<file path="src/rtl/cla4_serial_adder.sv">
// Sequential WIDTH-bit adder: one 4-bit carry-lookahead slice reused LSB→MSB, one nibble per clock.
// The inter-nibble carry rides in a flop; the sum builds up in place and is qualified by done.
module cla4 (
    input  logic [3:0] a,
    input  logic [3:0] b,
    input  logic       ci,
    output logic [3:0] sum,
    output logic       co
);
    logic [3:0] g;
    logic [3:0] p;
    logic [4:0] c;

    assign g    = a & b;
    assign p    = a ^ b;
    assign c[0] = ci;
    assign c[1] = g[0] | (p[0] & ci);
    assign c[2] = g[1] | (p[1] & g[0]) | (p[1] & p[0] & ci);
    assign c[3] = g[2] | (p[2] & g[1]) | (p[2] & p[1] & g[0]) | (p[2] & p[1] & p[0] & ci);
    assign c[4] = g[3] | (p[3] & g[2]) | (p[3] & p[2] & g[1]) | (p[3] & p[2] & p[1] & g[0])
                | (p[3] & p[2] & p[1] & p[0] & ci);
    assign sum  = p ^ c[3:0];
    assign co   = c[4];
endmodule

module cla4_serial_adder #(
    parameter int WIDTH = 32
) (
    input  logic             clk,
    input  logic             reset,
    input  logic             start,
    input  logic [WIDTH-1:0] a,
    input  logic [WIDTH-1:0] b,
    input  logic             ci,
    output logic             busy,
    output logic             done,
    output logic [WIDTH-1:0] s,
    output logic             co,
    output logic             ov
);
    localparam int N  = WIDTH / 4;
    localparam int CW = (N > 1) ? $clog2(N) : 1;
    localparam logic [CW-1:0] LAST = CW'(N - 1);

    typedef enum logic [1:0] {IDLE, RUN, DONE} state_t;

    state_t           state, state_nxt;
    logic [WIDTH-1:0] a_reg, b_reg;
    logic [CW-1:0]    count;
    logic             carry;
    logic [3:0]       nib_a, nib_b, nib_sum;
    logic             nib_co;
    logic             last;

    assign last = (count == LAST);

    always_comb begin
        nib_a = '0;
        nib_b = '0;
        for (int k = 0; k < N; k++) begin
            if (int'(count) == k) begin
                nib_a = a_reg[4*k +: 4];
                nib_b = b_reg[4*k +: 4];
            end
        end
    end

    cla4 u_cla4 (
        .a   (nib_a),
        .b   (nib_b),
        .ci  (carry),
        .sum (nib_sum),
        .co  (nib_co)
    );

    always_ff @(posedge clk) begin
        if (reset) state <= IDLE;
        else       state <= state_nxt;
    end

    always_comb begin
        state_nxt = state;
        case (state)
            IDLE:    if (start) state_nxt = RUN;
            RUN:     if (last)  state_nxt = DONE;
            DONE:    state_nxt = IDLE;
            default: state_nxt = IDLE;
        endcase
    end

    always_ff @(posedge clk) begin
        if (reset) begin
            a_reg <= '0;
            b_reg <= '0;
            carry <= 1'b0;
            count <= '0;
            s     <= '0;
            co    <= 1'b0;
            ov    <= 1'b0;
        end else begin
            case (state)
                IDLE: if (start) begin
                    a_reg <= a;
                    b_reg <= b;
                    carry <= ci;
                    count <= '0;
                    s     <= '0;
                    co    <= 1'b0;
                    ov    <= 1'b0;
                end
                RUN: begin
                    for (int k = 0; k < N; k++)
                        if (int'(count) == k) s[4*k +: 4] <= nib_sum;
                    carry <= nib_co;
                    if (last) begin
                        // count parks at 0 so it never steps past N-1
                        count <= '0;
                        co    <= nib_co;
                        ov    <= (a_reg[WIDTH-1] == b_reg[WIDTH-1]) && (nib_sum[3] != a_reg[WIDTH-1]);
                    end else begin
                        count <= count + 1'b1;
                    end
                end
                default: ;
            endcase
        end
    end

    assign busy = (state == RUN);
    assign done = (state == DONE);
endmodule

</file>
<file path="config.mk">
export PLATFORM = sky130hd
export DESIGN_NAME = cla4_serial_adder
export DESIGN_NICKNAME = d
export VERILOG_FILES = /design/src/rtl/cla4_serial_adder.sv
export SDC_FILE = /design/constraint.sdc
export NUM_CORES = 1
export LEC_CHECK = 0
export BUFFER_PORTS_ARGS = -buffer_cell sky130_fd_sc_hd__buf_2
export CORE_ASPECT_RATIO = 2
export CORE_MARGIN = 1.5
export CORE_UTILIZATION = 33
export CTS_BUF_LIST = sky130_fd_sc_hd__clkbuf_8
export DETAILED_ROUTE_END_ITERATION = 16
export GPL_TIMING_DRIVEN = 0
export PLACE_DENSITY = 0.58
export SYNTH_ARGS = -nofsm -noshare
export SYNTH_HDL_FRONTEND = slang
export SYNTH_SLANG_ARGS = --single-unit
</file>
<file path="constraint.sdc">
create_clock -name clk -period 6.5 [get_ports clk]
set_clock_uncertainty 0.05 [all_clocks]
set_input_delay 0.65 -clock clk [delete_from_list [all_inputs] [get_ports clk]]
set_output_delay 0.65 -clock clk [all_outputs]
set_load 0.02 [all_outputs]
</file>
* After elaboration in Yosys (flattened, before gate mapping)
Cells that the tools add are included.
** Operators by class
- $add $sub $neg :: 1
- Equality and inequality tests :: 22
- Multiplexer cells :: 39
- Bitwise operators :: 29
- Reduce and logical (&&, ||, !) cells :: 16
** Operator list (number)
- $mux W4 :: 24
- $pmux W32 S2 :: 1
- $mux W32 :: 1
- $reduce_and A3 Y1 :: 9
- $ne A2 B1 Y1 const B :: 9
- $and A1 B1 Y1 :: 16
- $eq A3 B3 Y1 const B :: 5
- $or A1 B1 Y1 :: 10
- $xor A4 B4 Y4 :: 2
- $eq A3 B2 Y1 const B :: 2
- $mux W3 :: 2
- $pmux W1 S2 :: 3
- $pmux W3 S2 :: 1
- $reduce_and A2 Y1 :: 3
- $and A4 B4 Y4 :: 1
- $mux W1 :: 4
- $mux W2 :: 2
- $pmux W2 S2 :: 1
- $add A3 B1 Y3 const B :: 1
- $eq A3 B1 Y1 const B :: 1
- $logic_not A3 Y1 :: 1
- $eq A2 B1 Y1 const B :: 1
- $eq A2 B2 Y1 const B :: 1
- $logic_not A2 Y1 :: 1
- other kinds (5) :: 5
** Word-level totals
- Register bits :: 104

* Depth between registers and ports, before layout
- Depth after elaboration :: 19
- Depth in mapped cells :: 14

* Cells and area by module
From an unflattened synthesis, not the netlist that was laid out.
** Second synthesis, totals
- Cells, all modules :: 595
- Area total of the unflattened synthesis :: 4573.1 µm²
** Modules (own cells, without submodules)
- cla4_serial_adder :: times used 1, cells an instance 578, area each 4425.5 µm²
- cla4 :: times used 1, cells an instance 17, area each 147.6 µm²

* Worst setup path before layout
OpenSTA, ideal clock, no wires.
- Path type :: register to register
- From :: register count[2]
- To :: register ov
- Library setup time :: 0.120 ns
- Arrival :: 3.320 ns
- Required time :: 6.330 ns
- Path slack :: 3.010 ns
- Cell stages (with the launch flop) :: 15
- Period minus slack after synthesis :: 3.490 ns
- Cell sequence :: dfxtp_1 -> buf_2 -> inv_1 -> ha_1 -> buf_2 -> nor3b_1 -> a221o_1 -> a21oi_1 -> o41ai_1 -> ha_1 -> a211o_1 -> a211o_1 -> buf_6 -> and2_4 -> a211o_1
** On the way
- Cells in the longest elaborated chain, start to end :: 19
- Elaborated cells between the ends (all ways) :: 42
- Those cells by class :: eq/ne: 10; mux: 18; bitwise: 11; reduce/logical: 3
** Ends and longest elaborated chain
- start: declaration :: line 49 : logic [CW-1:0] count;
- start signal: assignment :: line 121 : count <= count + 1'b1;
- $logic_not A3 Y1 :: line 61 : if (int'(count) == k) begin
- $mux W4 (8 in a row) :: line 61
- $xor A4 B4 Y4 or $and A4 B4 Y4 (tied branches) :: line 15, 14
- $and A1 B1 Y1 :: line 19 : assign c[3] = g[2] | (p[2] & g[1]) | (p[2] & p[1] & g[0]) | (p[2] & p[1] & p[0] & ci);
- $or A1 B1 Y1 or $and A1 B1 Y1 (tied branches) (2 in a row) :: line 19
- $or A1 B1 Y1 :: line 19
- $xor A4 B4 Y4 :: line 22 : assign sum = p ^ c[3:0];
- $ne A1 B1 Y1 :: line 119 : ov <= (a_reg[WIDTH-1] == b_reg[WIDTH-1]) && (nib_sum[3] != a_reg[WIDTH-1]);
- $logic_and A1 B1 Y1 :: line 119
- $mux W1 :: line 115 : if (last) begin
- $pmux W1 S2 :: line 101 : case (state)
- end signal: assignment :: line 119
- end: declaration :: line 39 : output logic ov
Parallel ways exist; a longest one is shown, timed or not. The select of a mux whose other input is x is not followed.
A chain may end at the register's enable or synchronous reset.

* Final worst setup path
- From :: register count[2]
- To :: register s[26]
** On the way
- Cells in the longest elaborated chain, start to end :: 16
- Elaborated cells between the ends (all ways) :: 36
- Those cells by class :: eq/ne: 8; mux: 18; bitwise: 8; reduce/logical: 2
** Ends and longest elaborated chain
- $logic_not A3 Y1 :: line 61
- $mux W4 (8 in a row) :: line 61
- $xor A4 B4 Y4 or $and A4 B4 Y4 (tied branches) :: line 15, 14
- $and A1 B1 Y1 :: line 18 : assign c[2] = g[1] | (p[1] & g[0]) | (p[1] & p[0] & ci);
- $or A1 B1 Y1 or $and A1 B1 Y1 (tied branches) :: line 18
- $or A1 B1 Y1 :: line 18
- $xor A4 B4 Y4 :: line 22
- $mux W4 :: line 113 : if (int'(count) == k) s[4*k +: 4] <= nib_sum;
- $pmux W32 S2 :: line 101
- end: declaration :: line 37 : output logic [WIDTH-1:0] s,
Parallel ways exist; a longest one is shown, timed or not. The select of a mux whose other input is x is not followed.

==> metrics.txt <==
Final Max Tran Viols=0; First-pass DRT Iterations=4; initial detailed-routing violation count=186; Power per Cell Area=221 nW/um^2; Root Driver=clkbuf_8; part of the Yosys area used for sequential elements=43.2%; number of buffers inserted by post-CTS setup repair=0; number of placed I/O pins=104; final HPWL from detailed placement=12,200 um; worst min path class=flip-flop to flip-flop; peak supply drop=0.0949 mV; setup repair after global routing missed its margin=false; leakage power figure=0.00242 uW; DRC=0; number of global-route vias before repair=4,697; area share of the largest cell type after synthesis=43.2%; library cell with the largest summed area after synthesis=dfxtp_1; P&R area growth vs syn=19.2%; most common flop cell mapped by yosys=dfxtp_1; max-cap viol count=0; worst-path maximum fanout=10; TritonCTS Buffers=9; core outline area=14,400 sq um; wire per inst=16.4 um; number of vias after detailed routing=4,745; Final Cycle Share=64.1%; number of sinks handled by clock tree synthesis=104; Reg-to-Reg Start=count[2]; Synth Net Count=705; number of distinct library cells after synthesis=44; Longest Clk Path Bufs=2; EDFF count, synth=0; synthesized instance count=626; initial antenna violation count=0; total die area=15,400 sq um; number of hold buffers added after cts=0; origin of the worst min-delay path=s[26]; R2R setup slack=2330 ps; post-layout power=1270 uW; drt total wl=15,400 um; Die Y-Extent=174 um; actual transition at the worst max-transition pin=826 ps; total negative slack for setup checks=0 ps; Syn. warnings=0; minimum clock period=4170 ps; wire length of the first global-routing pass=23,600 um; leading post-synthesis cells by instance count=176 x nand2_1, 110 x a21oi_1, 104 x dfxtp_1, 27 x nor2_1, 23 x clkbuf_1; final setup violating endpoints=0; sink of the worst hold path=s[26]; total routing resource utilization after global routing=20.3%; final RePlAce weighted congestion=0.899; Max-Slew Margin vs Limit=45.0%; most area-consuming cells after synthesis=dfxtp_1 43%, nand2_1 14%, a21oi_1 11%, nand3b_1 3.1%, ha_1 2.6%; number of gates given a new drive strength after cts=0; clock tree from TritonCTS=built; GRT overflow=0; highest achievable clock rate=0.240 GHz; largest net degree at the start of global routing=18; startpoint types=flip-flop; Post-Synthesis Cell Area=4820 sq um; CP required=6760 ps; Clk pin slew, worst setup/hold paths=100 ps; CP Capture Type=flip-flop; Crit path arrival time=4430 ps; number of failing hold endpoints at the final stage=0; Seq cells post-synth=104; Synth Area per Inst=7.70 sq um; diodes inserted=0; cell with the most instances after synthesis=nand2_1; ratio of cells with drive above 1 in the final layout=20.3%; initial core utilization=33.6%; Antenna Violating Nets Remaining=0; insertion delay to the later sink of the worst-skew pair=370 ps; CTS H-Tree Depth=3; # nets final=819; average via count per standard cell=5.06; width of the chip=88.5 um; count of standard-cell rows=62; type of the setup path with the least slack=flip-flop to flip-flop; endpoint of the worst-slack reg-to-reg timing path=s[26]; proportion of register bits with asynchronous set or reset after synthesis=0%; status=completed; count of cells along the worst register-to-register path=13; count of buffers inserted at the top-level ports=103; WHS Path Cells=2
-- layer usage --
| layer | global-route usage [%] | up-vias | wire, um |
|---|---|---|---|
| li1 | - | 2357 | - |
| met1 | 20.2 | 2188 | 5610 |
| met2 | 37.8 | 157 | 8410 |
| met5 | 0 | - | 0 |
| met3 | 3.32 | 43 | 574 |
| met4 | 11.8 | 0 | 762 |
-- how the worst max path moves through the flow --
stage | startpoint | endpoint | slack (ps) | depth (start not counted)
after floorplan | count[2] | ov | 3010 | 14
after global placement | count[2] | s[26] | 2440 | 13
after detailed placement | count[2] | s[26] | 2420 | 13
after CTS | count[2] | s[26] | 2370 | 13
after global routing | count[2] | s[26] | 2030 | 13
final | count[2] | s[26] | 2330 | 13
-- critical path, cell delays in order, from the launching register on --
cell and delay (ps):
dfxtp_1 400, buf_2 230, inv_1 110, ha_1 200
buf_2 200, nor3b_1 330, a221o_1 250, a21oi_1 90
o41ai_1 560, ha_1 350, a211o_1 320, a21oi_1 650
nand3b_1 200, a21oi_1 170
-- power breakdown --
group          switching, uW  total (uW)  internal (uW)
Clock                    226         366            140
Combinational            133         214           81.2
Sequential              22.9         691            668
Total                    382        1270            889
-- metrics by stage --
step / worst slack, ps / instances / util [%] / cell area (sq um) / hold WS, ps
after floorplan: 3010 / 626 / - / 4820 / 381
after global placement: 2440 / 921 / 38.9 / 5580 / 386
after detailed placement: 2420 / 921 / 38.9 / 5580 / 393
after CTS: 2370 / 937 / 40.1 / 5750 / 407
after global routing: 2030 / 937 / 40.1 / 5750 / 427
final: 2330 / 937 / 40.1 / 5750 / 407
-- cell families (layout without fill, tap and decap cells) --
kind of cell / after synthesis / count (layout) / synth area share, %
multiplexers: 1 / 1 / 0.208
flip-flops: 104 / 104 / 43.2
AND/OR/NAND/NOR: 275 / 275 / 25.9
adder cells (fa/ha/maj): 11 / 11 / 3.01
AO/OA/AOI/OAI: 178 / 178 / 22.0
buffers and inverters: 56 / 175 / 5.50
XOR/XNOR: 1 / 1 / 0.182
-- cell usage in the layout (no fill, tap or decap), types with 3 or more instances in the layout --
master    synthesis  layout
buf_6             4       4
a211oi_1          3       3
a21oi_1         110     110
dfxtp_1         104     104
nand4_1           5       5
clkbuf_1         23      23
o21ai_0           8       8
nor2_1           27      27
ha_1             10      10
buf_2            20     123
a21o_1           12      12
a22oi_1          14      14
inv_1             7       8
o211ai_1          6       6
nand2_1         176     176
nand3_1           6       6
nand2b_1         11      11
clkbuf_8          0       9
nor2b_1          14      14
a311oi_1          6       6
nand3b_1         20      20
a211o_1           5       5
a31oi_1           5       5
nor3b_1           3       3
-- layout make-up --
| cell class | count | area (sq um) |
|---|---|---|
| sequential | 104 | 2080 |
| fill | 1568 | 8600 |
| clock buffer | 9 | 124 |
| timing repair buffer | 103 | 515 |
| tap | 192 | 240 |
| buffer | 48 | 235 |
| inverter | 8 | 30.0 |
| multi-input combinational | 466 | 2470 |
| clock inverter | 7 | 47.5 |
(Power assumes the default switching activity.)
